[src/rtl/bcd_to_bin.sv]
// Two-digit BCD to 7-bit binary converter.
// Reverse double-dabble over seven shift cycles, with a range check against MAX_VALUE.
module bcd_to_bin #(
  parameter int unsigned MAX_VALUE = 99
) (
  input  logic       clk,
  input  logic       reset,
  input  logic       start,
  input  logic [7:0] BCD,
  output logic [6:0] bin,
  output logic       busy,
  output logic       done,
  output logic       err
);

  typedef enum logic [1:0] {
    IDLE  = 2'd0,
    SHIFT = 2'd1,
    DONE  = 2'd2
  } state_t;

  state_t      r_state;
  logic [14:0] r_work;
  logic [2:0]  r_cnt;
  logic [6:0]  r_bin;
  logic        r_done;
  logic        r_err;

  logic        w_bad;
  logic [14:0] w_sh;
  logic [14:0] w_nx;
  logic [31:0] w_res;

  // Digits live in [14:7]; bits shifted out of them build the binary in [6:0].
  always_comb begin
    w_bad = (BCD[7:4] > 4'd9) || (BCD[3:0] > 4'd9);
    w_sh  = r_work >> 1;
    w_nx  = w_sh;
    if (w_sh[14:11] >= 4'd8)
      w_nx[14:11] = w_sh[14:11] - 4'd3;
    if (w_sh[10:7] >= 4'd8)
      w_nx[10:7] = w_sh[10:7] - 4'd3;
    w_res = {25'd0, w_nx[6:0]};
  end

  always_ff @(posedge clk) begin
    if (reset) begin
      r_state <= IDLE;
      r_work  <= '0;
      r_cnt   <= '0;
      r_bin   <= '0;
      r_done  <= 1'b0;
      r_err   <= 1'b0;
    end else begin
      unique case (r_state)
        IDLE: begin
          r_done <= 1'b0;
          if (start) begin
            if (w_bad) begin
              r_bin   <= '0;
              r_err   <= 1'b1;
              r_done  <= 1'b1;
              r_state <= DONE;
            end else begin
              r_work  <= {BCD, 7'b0};
              r_cnt   <= '0;
              r_err   <= 1'b0;
              r_state <= SHIFT;
            end
          end
        end
        SHIFT: begin
          r_work <= w_nx;
          r_cnt  <= r_cnt + 3'd1;
          if (r_cnt == 3'd6) begin
            r_bin   <= w_nx[6:0];
            r_err   <= (w_res > MAX_VALUE);
            r_done  <= 1'b1;
            r_state <= DONE;
          end
        end
        DONE: begin
          r_done  <= 1'b0;
          r_state <= IDLE;
        end
        default: begin
          r_done  <= 1'b0;
          r_state <= IDLE;
        end
      endcase
    end
  end

  assign bin  = r_bin;
  assign done = r_done;
  assign err  = r_err;
  assign busy = (r_state != IDLE);

endmodule
[config.mk]
export PLATFORM = sky130hd
export DESIGN_NAME = bcd_to_bin
export DESIGN_NICKNAME = d
export VERILOG_FILES = /design/src/rtl/bcd_to_bin.sv
export SDC_FILE = /design/constraint.sdc
export NUM_CORES = 1
export LEC_CHECK = 0
export ABC_AREA = 1
export CORE_MARGIN = 5
export CORE_UTILIZATION = 40
export DETAILED_ROUTE_END_ITERATION = 8
export PLACE_DENSITY = 0.74
export SLEW_MARGIN = 25
export SYNTH_ARGS = -nofsm -noshare
export SYNTH_HDL_FRONTEND = slang
export SYNTH_SLANG_ARGS = --single-unit
[constraint.sdc]
create_clock -name clk -period 1.2 [get_ports clk]
set_input_delay 0.24 -clock clk [delete_from_list [all_inputs] [get_ports clk]]
set_output_delay 0.24 -clock clk [all_outputs]
set_load 0.005 [all_outputs]
==> results.yml, run 1 <==
floorplanning:
  die_x_um: 68.3
  core_area_mm2: 0.00331
  io_pins: 21
  die_height_um: 68.3
  die-area_mm2: 0.00467
  initial_core_util: 0.411
  rows: 21
synthesis:
  ys_ff_latch: 28
  synth_top_cell_by_area: "dfxtp_1"
  ys_warn_count: 0
  yosys-top-cells-area: "dfxtp_1, nand2_1, nor2_1, a21oi_1, inv_1"
  synth-edff-count: 0
  async_reset_ff_frac: 0
  synthDistinctLibCells: 19
  seq_area_frac_synth: 0.412
  syn_nets: 219
  synthCells: 204
  synth_ff_type: "dfxtp_1"
  synth_top_area_frac: 0.412
  synth_area_mm2: 0.00136
  avgSynthCellArea_um2: 6.67
sta:
  finalWorstSetupSlack_ps: -105
  fin_crit_sh: 1.09
  setup_viol: 18
  worst_pin_slew_ps: 207
  skew_ps: 5.77
  timing.final.hold_violations: 0
  timing.fmax_ghz: 0.766
  slew_headroom: 0.862
  slew_viol_final: 0
  rsz0062_at_grt: "yes"
  period_needed_ps: 1300
power_and_ir_drop:
  p_per_area_mw_per_mm2: 1070
  p_leak_nw: 0.915
  vdd_ir_drop_max_v: 0.000502
worst_setup_path:
  timing.rr.end: "bin[0]"
  required_ps: 960
  end_kind: "output port"
  crit_type: "flip-flop to output port"
  worstPathMaxFanout: 2
  r2r_setup_slack_ps: -90
  crit_path_start_kind: "flip-flop"
  r2r-start: "r_state[0]"
  worstRegToRegCells: 10
  arrival_ps: 1060
  cp-startpoint: "r_state[1]"
final_layout:
  drive_gt1_frac: 0.362
  multi_input_area_um2: 853
  nets: 271
  n_antenna_cell: 0
  seq_area_um2: 577
  layout_commonest_cell: "nand2_1"
  synthToLayoutAreaGrowth_pct: 54.0
  final_core_util: 0.633
  final_cell_mix: "nand2_1, buf_4, nor2_1, inv_1, a21oi_1"
  fill_cells: 299
routing:
  routed_via_density: 4.64
  final_antenna_net_count: 0
  drcViolationCount: 0
  wl_per_cell_um: 12.0
  first_iter_violations: 73
  dr.pass1.iters: 4
  drt-total-wl_um: 3600
  vias: 1392
global_route:
  grt.overflow.total: 0
  grt_pass1_vias: 1387
  grt_max_degree: 20
  grt_pass1_wl_um: 5950
  antenna_found_initial: 0
  grtUsageTotal: 0.167
clock_tree:
  htree_levels: 1
  ctsHoldBuffers: 0
  cts_buffers: 3
  cts-root-buf: "clkbuf_4"
  clock-sinks: 28
  clk_pin_slew_ps: 150
  clkLatencyLatePin_ps: 320
  clock_path_buffers: 2
  cts_tree: "done"
outcome:
  violations: "setup timing"
  status: "complete, but fails checks"
hold_path:
  min-delay-start: "r_work[14]"
  hold_depth: 2
  hp-class: "flip-flop to flip-flop"
  hold_end: "r_work[14]"
placed_design:
  dp_hpwl_um: 2270
  io_buffer_count: 20
  place_ws_ps: -452
  place_congestion: 0.815
job:
  maxCapViolCount: 0
==> what timing repair did <==
item / 4_1_cts / 5_1_grt
pin swaps: 15 / 18
setup endpoints to repair: 31 / 35
cloned: 1 / 0
setup buffers: 7 / 3
resized for setup: 57 / 36
==> metrics by stage <==
| stage | setup TNS [ps] | cells | power [mW] | cell area, µm² | hold slack (ps) |
|---|---|---|---|---|---|
| 4_1_cts | -199 | 298 | 2.16 | 1980 | 473 |
| 5_1_grt | -2660 | 300 | 2.40 | 2090 | 501 |
| 3_5_place_dp | -10460 | 287 | 1.68 | 1770 | 452 |
| 6_report | -1010 | 300 | 2.25 | 2090 | 473 |
| 3_3_place_gp | -9810 | 287 | 1.66 | 1770 | 445 |
| 2_1_floorplan | 0 | 204 | 1.40 | 1360 | 411 |
==> logic make-up after synthesis <==
logic type | synth area share
AND/OR/NAND/NOR | 0.363
buffers and inverters | 0.0902
flip-flops | 0.412
AO/OA/AOI/OAI | 0.0975
adder cells (fa/ha/maj) | 0.0368
==> registers in the layout, indices dropped and copies added, names as in the netlist <==
name     count
r_state      2
err          1
bin          7
r_cnt        3
r_work      14
done         1
==> report_power, final <==
group	internal [mW]	leakage (nW)	switching (mW)
Sequential	1.02	0.234	0.0569
Combinational	0.374	0.667	0.414
Clock	0.118	0.0138	0.268
Total	1.51	0.915	0.739
==> metal layers <==
layer	part of all wire	track usage	up-vias	wire length (µm)
li1	-	-	733	-
met1	0.45	0.204	637	1630
met5	0	0	-	0
met2	0.51	0.304	20	1850
met3	0.032	0.0213	2	115
met4	0.0042	0.0422	0	15
==> final cells by class <==
cell class / instances / share of cell area
Inverter: 24 / 0.0514
Tap cell: 46 / 0.0275
Clock buffer: 3 / 0.0108
Timing Repair Buffer: 52 / 0.228
Sequential cell: 28 / 0.275
Multi-Input combinational cell: 147 / 0.407
==> how the worst max path moves through the flow <==
stage                     endpoint
after floorplan             bin[0]
after global placement      bin[4]
after detailed placement    bin[4]
after CTS                     busy
after global routing        bin[3]
final                         busy
==> critical path: stages, from the launching register on <==
cell             delay, ps
dfxtp_2                370
nor2_4                 120
inv_1                   50
clkdlybuf4s15_2        200
==> Yosys cell counts, types with 2 or more instances <==
master,instances
nand2_1,63
nand3_1,13
inv_2,2
nand2_2,2
ha_1,4
inv_1,22
nand2_4,3
clkbuf_1,3
nor2_1,31
buf_2,2
or2_2,2
a21oi_1,20
o21ai_1,2
dfxtp_1,28
o21ai_0,3
No activity file was read; power rests on OpenSTA's default activity.
==> inputs of run 2 (changes only) <==
--- a/config.mk
+++ b/config.mk
@@ -6,7 +6,6 @@
 export NUM_CORES = 1
 export LEC_CHECK = 0
 export ABC_AREA = 1
-export CORE_MARGIN = 5
 export CORE_UTILIZATION = 40
 export DETAILED_ROUTE_END_ITERATION = 8
 export PLACE_DENSITY = 0.74
==> constraint.sdc (replaced) <==
create_clock -name clk -period 1.2 [get_ports clk]
set_input_delay 0.24 -clock clk [delete_from_list [all_inputs] [get_ports clk]]
set_output_delay 0.24 -clock clk [all_outputs]
set_load 0.01 [all_outputs]
==> run 2 against run 1 <==
  * The run still ends with setup timing left
  * Via count up 9.6%
  * Total power rose by 11%
  * Clock-buffer cell count rose by 1
  * Clock power increased by 24%
  * Utilization rose by 8.8 points
  * Routed wire length increased by 15%
  * Final cell count up 1.7%
  * Combinational power increased by 19%
  * Global-route usage grew 4.5 points
  * Setup slack got worse by 36 ps
  * Sequential cell count unchanged
  * Non-clock buffer count increased by 3
  * Critical path type is now input port to flip-flop
  * Critical endpoint is now r_work[7]
==> results.yml, run 2 (same netlist as run 1, synthesis figures left out) <==
routing:
  vias: 1526
  routed_via_density: 5.00
  first_iter_violations: 82
  drcViolationCount: 0
  dr.pass1.iters: 4
  drt-total-wl_um: 4150
  wl_per_cell_um: 13.6
  final_antenna_net_count: 0
sta:
  rsz0062_at_grt: "yes"
  slew_viol_final: 0
  worst_pin_slew_ps: 234
  timing.fmax_ghz: 0.746
  skew_ps: 11.2
  slew_headroom: 0.844
  period_needed_ps: 1340
  finalWorstSetupSlack_ps: -141
  setup_tns_ps: -1280
  fin_crit_sh: 1.12
  timing.final.hold_violations: 0
  setup_viol: 21
worst_setup_path:
  end_kind: "flip-flop"
  required_ps: 1490
  crit_path_start_kind: "input port"
  worstPathMaxFanout: 5
  arrival_ps: 1630
  crit_type: "input port to flip-flop"
job:
  maxCapViolCount: 0
final_layout:
  drive_gt1_frac: 0.464
  synthToLayoutAreaGrowth_pct: 65.7
  n_antenna_cell: 0
  final_cell_mix: "nand2_1, buf_4, nor2_1, dfxtp_1, inv_1"
  largest_reg_flops: 14
  final_core_util: 0.720
  top_register: "r_work"
  layout_commonest_cell: "nand2_1"
  layout.cells.non_filler: 305
  nets: 277
placed_design:
  io_buffer_count: 20
  dp.cells: 288
  dp_hpwl_um: 2250
  place_congestion: 0.779
outcome:
  violations: "setup timing"
  status: "complete, but fails checks"
power_and_ir_drop:
  p_per_area_mw_per_mm2: 1100
  vdd_ir_drop_max_v: 0.000802
  p_leak_nw: 1.00
floorplanning:
  die_x_um: 60.3
  core_area_mm2: 0.00313
  io_pins: 21
  initial_core_util: 0.435
  rows: 20
  die-area_mm2: 0.00364
  die_height_um: 60.3
global_route:
  grtUsageTotal: 0.212
  grt_pass1_wl_um: 5670
  grt.overflow.total: 0
  antenna_found_initial: 0
  grt_pass1_vias: 1320
  grt_max_degree: 16
clock_tree:
  cts_tree: "done"
  cts_buffers: 3
  htree_levels: 1
  clk_pin_slew_ps: 160
  ctsHoldBuffers: 0
  clock-sinks: 28
  cts-root-buf: "clkbuf_4"
  clkLatencyLatePin_ps: 340
  clock_path_buffers: 2
hold_path:
  hp-class: "input port to flip-flop"
==> run 2: final cells by class <==
type	instances	area, µm²
clock buffers	4	36.3
fillers	235	875
inverters	24	110
multi-input cells	150	953
flip-flops and latches	28	576
well taps	44	55.1
repair buffers	55	523
==> run 2: worst max-delay path, stage by stage <==
cell	delay, ps
clkdlybuf4s50_1	480
o21ai_4	130
nand2_2	110
nand2_4	190
buf_4	160
nand2_4	70
nand2_1	70
nand2_1	70
nor2_1	110
==> run 2: repair_timing <==
action                     CTS  global route
setup buffers                3             6
cloned                       2             2
pin swaps                    4            27
setup endpoints to repair   35            35
gates resized for setup     49            84
==> run 2: final timing paths <==
path	endpoint	cells past startpoint	startpoint	slack, ps
hold / removal	r_state[0]	4	BCD[6]	310
hold reg to reg	r_work[3]	2	r_work[3]	470
setup / recovery	r_work[7]	9	BCD[3]	-140
setup reg to reg	r_work[7]	9	r_state[1]	-110
==> run 2: through the flow <==
stage	worst slack, ps	hold WS, ps	power, mW	cell area [µm²]
final	-141	309	2.49	2250
after global routing	-189	314	2.63	2250
after CTS	-116	469	2.24	1970
after detailed placement	-461	450	1.71	1800
after global placement	-417	444	1.69	1800
after floorplan	1.53	411	1.41	1360
==> run 2: report_power, final <==
| group | switching (mW) | internal, mW | leakage [nW] | total (mW) |
|---|---|---|---|---|
| clock network | 0.291 | 0.186 | 0.0210 | 0.478 |
| registers | 0.0555 | 1.02 | 0.233 | 1.07 |
| logic | 0.517 | 0.423 | 0.750 | 0.940 |
==> run 2: routing by layer <==
layer | up-vias | routed length (µm) | GRT usage
met5 | - | 0 | 0
met2 | 51 | 2170 | 0.353
met3 | 12 | 244 | 0.0563
met4 | 0 | 107 | 0.0930
met1 | 713 | 1620 | 0.255
li1 | 750 | - | -
==> inputs of run 3 (changes only) <==
--- a/config.mk
+++ b/config.mk
@@ -6,9 +6,9 @@
 export NUM_CORES = 1
 export LEC_CHECK = 0
 export ABC_AREA = 1
-export CORE_UTILIZATION = 40
+export CORE_UTILIZATION = 47
 export DETAILED_ROUTE_END_ITERATION = 8
-export PLACE_DENSITY = 0.74
+export PLACE_DENSITY = 0.83
 export SLEW_MARGIN = 25
 export SYNTH_ARGS = -nofsm -noshare
 export SYNTH_HDL_FRONTEND = slang
==> run 3 against run 2 <==
  * The run still ends with setup timing left
  * Clock power about the same
  * First-iteration DRC count is 3.7% lower
  * Largest cell class unchanged
  * Sequential cell count is the same
  * Highest routed layer unchanged
  * Cell area decreased by 5.8%
  * Clock skew about the same
==> results.yml, run 3 (same netlist as run 1, synthesis figures left out) <==
placed_design:
  place_congestion: 0.819
  dp_hpwl_um: 2200
  io_buffer_count: 20
  dp.cells: 272
final_layout:
  synthToLayoutAreaGrowth_pct: 56.1
  largest_reg_flops: 14
  nets: 274
  final_cell_mix: "nand2_1, buf_4, inv_1, nor2_1, a21oi_1"
  layout_commonest_cell: "nand2_1"
  multi_input_area_um2: 866
  drive_gt1_frac: 0.376
  top_register: "r_work"
  layout.cells.non_filler: 289
  n_antenna_cell: 0
  fill_cells: 184
  seq_area_um2: 577
outcome:
  violations: "setup timing"
  status: "complete, but fails checks"
worst_setup_path:
  path_cells: "buf_6, inv_4, nor2_4, nand2_2, nand2_4, inv_8, nand2_8, inv_8, nor2_4, nor2_2"
  end_kind: "flip-flop"
  r2r_setup_slack_ps: -100
  arrival_ps: 1550
  crit_path_top_delay_cell: "dfxtp_2"
  crit_path_start_kind: "flip-flop"
  r2r-start: "r_state[0]"
  worstRegToRegCells: 10
  timing.rr.end: "bin[1]"
  required_ps: 1450
  crit_type: "flip-flop to flip-flop"
  worstPathMaxFanout: 7
  max_stage_delay_ps: 390
clock_tree:
  htree_levels: 1
  cts_tree: "done"
  clock-sinks: 28
  clkLatencyLatePin_ps: 340
  cts_buffers: 3
  clk_pin_slew_ps: 160
  ctsHoldBuffers: 0
  cts-root-buf: "clkbuf_4"
  clock_path_buffers: 2
hold_path:
  hp-class: "input port to flip-flop"
  hold_end: "r_work[12]"
  hold_depth: 5
  min-delay-start: "BCD[5]"
sta:
  fin_crit_sh: 1.08
  finalWorstSetupSlack_ps: -98.1
  slew_headroom: 0.867
  skew_ps: 11.2
  slew_viol_final: 0
  timing.final.hold_violations: 0
  setup_viol: 17
  period_needed_ps: 1300
  worst_pin_slew_ps: 199
  rsz0062_at_grt: "yes"
  timing.fmax_ghz: 0.770
global_route:
  grt_pass1_vias: 1420
  antenna_found_initial: 0
  grt.overflow.total: 0
  grt_pass1_wl_um: 6120
  grt_max_degree: 16
  grtUsageTotal: 0.248
routing:
  routed_via_density: 5.13
  first_iter_violations: 79
  drcViolationCount: 0
  dr.pass1.iters: 5
  drt-total-wl_um: 3950
  vias: 1484
  wl_per_cell_um: 13.7
  final_antenna_net_count: 0
floorplanning:
  core_area_mm2: 0.00276
  die-area_mm2: 0.00311
  rows: 19
  io_pins: 21
  die_height_um: 55.8
  initial_core_util: 0.493
  die_x_um: 55.8
power_and_ir_drop:
  p_leak_nw: 0.972
  vdd_ir_drop_max_v: 0.00116
  p_total_mw: 2.43
  p_per_area_mw_per_mm2: 1150
job:
  maxCapViolCount: 0
-- run 3: cell types whose count changed in the layout (fill, tap and decap cells not counted), sizes merged --
cell	change
buf	-2
clkbuf	-4
clkdlybuf4s15	+3
clkdlybuf4s50	+3
dlygate4sd2	+1
dlymetal6s2s	-3
nand2	-1
-- run 3: layer usage --
metal	vias up	global-route usage	share of wire
li1	743	-	-
met4	0	0.0536	0.0066
met1	682	0.292	0.41
met2	55	0.460	0.52
met5	-	0	0
met3	4	0.0512	0.060
-- run 3: critical path, delay by kind of cell, from the launching register on --
kind	cells	cell delay, ps
AND/OR/NAND/NOR	6	560
buffers and inverters	4	270
flip-flops	1	390
-- run 3: repair_timing --
item / CTS / global route
cloned: 3 / 0
setup endpoints to repair: 37 / 33
setup buffers: 9 / 3
pin swaps: 14 / 12
gates resized for setup: 56 / 38
-- run 3: how the worst max path moves through the flow --
stage               depth (start not counted)  startpoint         to
CTS                                         3  r_state[1]       busy
global placement                            7      BCD[6]     bin[1]
floorplan                                  10    r_cnt[0]     bin[0]
detailed placement                          7      BCD[6]     bin[4]
global route                                8  r_state[1]  r_work[8]
finish                                     10  r_state[0]     bin[1]
-- run 3: cell type report --
class | instances | area share
repair buffers | 53 | 0.235
flip-flops and latches | 28 | 0.272
well taps | 31 | 0.0183
inverters | 24 | 0.0507
clock buffers | 4 | 0.0171
multi-input cells | 149 | 0.408
-- run 3: stage by stage --
step                      instance area, µm²  hold WS, ps  utilization  setup WS [ps]  setup TNS [ps]
final                                   2120          320        0.770          -98.1            -813
after floorplan                         1360          411            -           1.53               0
after CTS                               2000          471        0.726          -45.3           -62.4
after detailed placement                1780          451        0.645           -457          -10370
after global routing                    2120          338        0.770           -149           -2420
after global placement                  1780          445        0.645           -412           -9570
-- run 3: report_power, final --
part           internal [mW]  total, mW  switching, mW
Clock                  0.186      0.479          0.293
Sequential              1.02       1.07         0.0539
Combinational          0.403      0.884          0.482
Total                   1.60       2.43          0.829
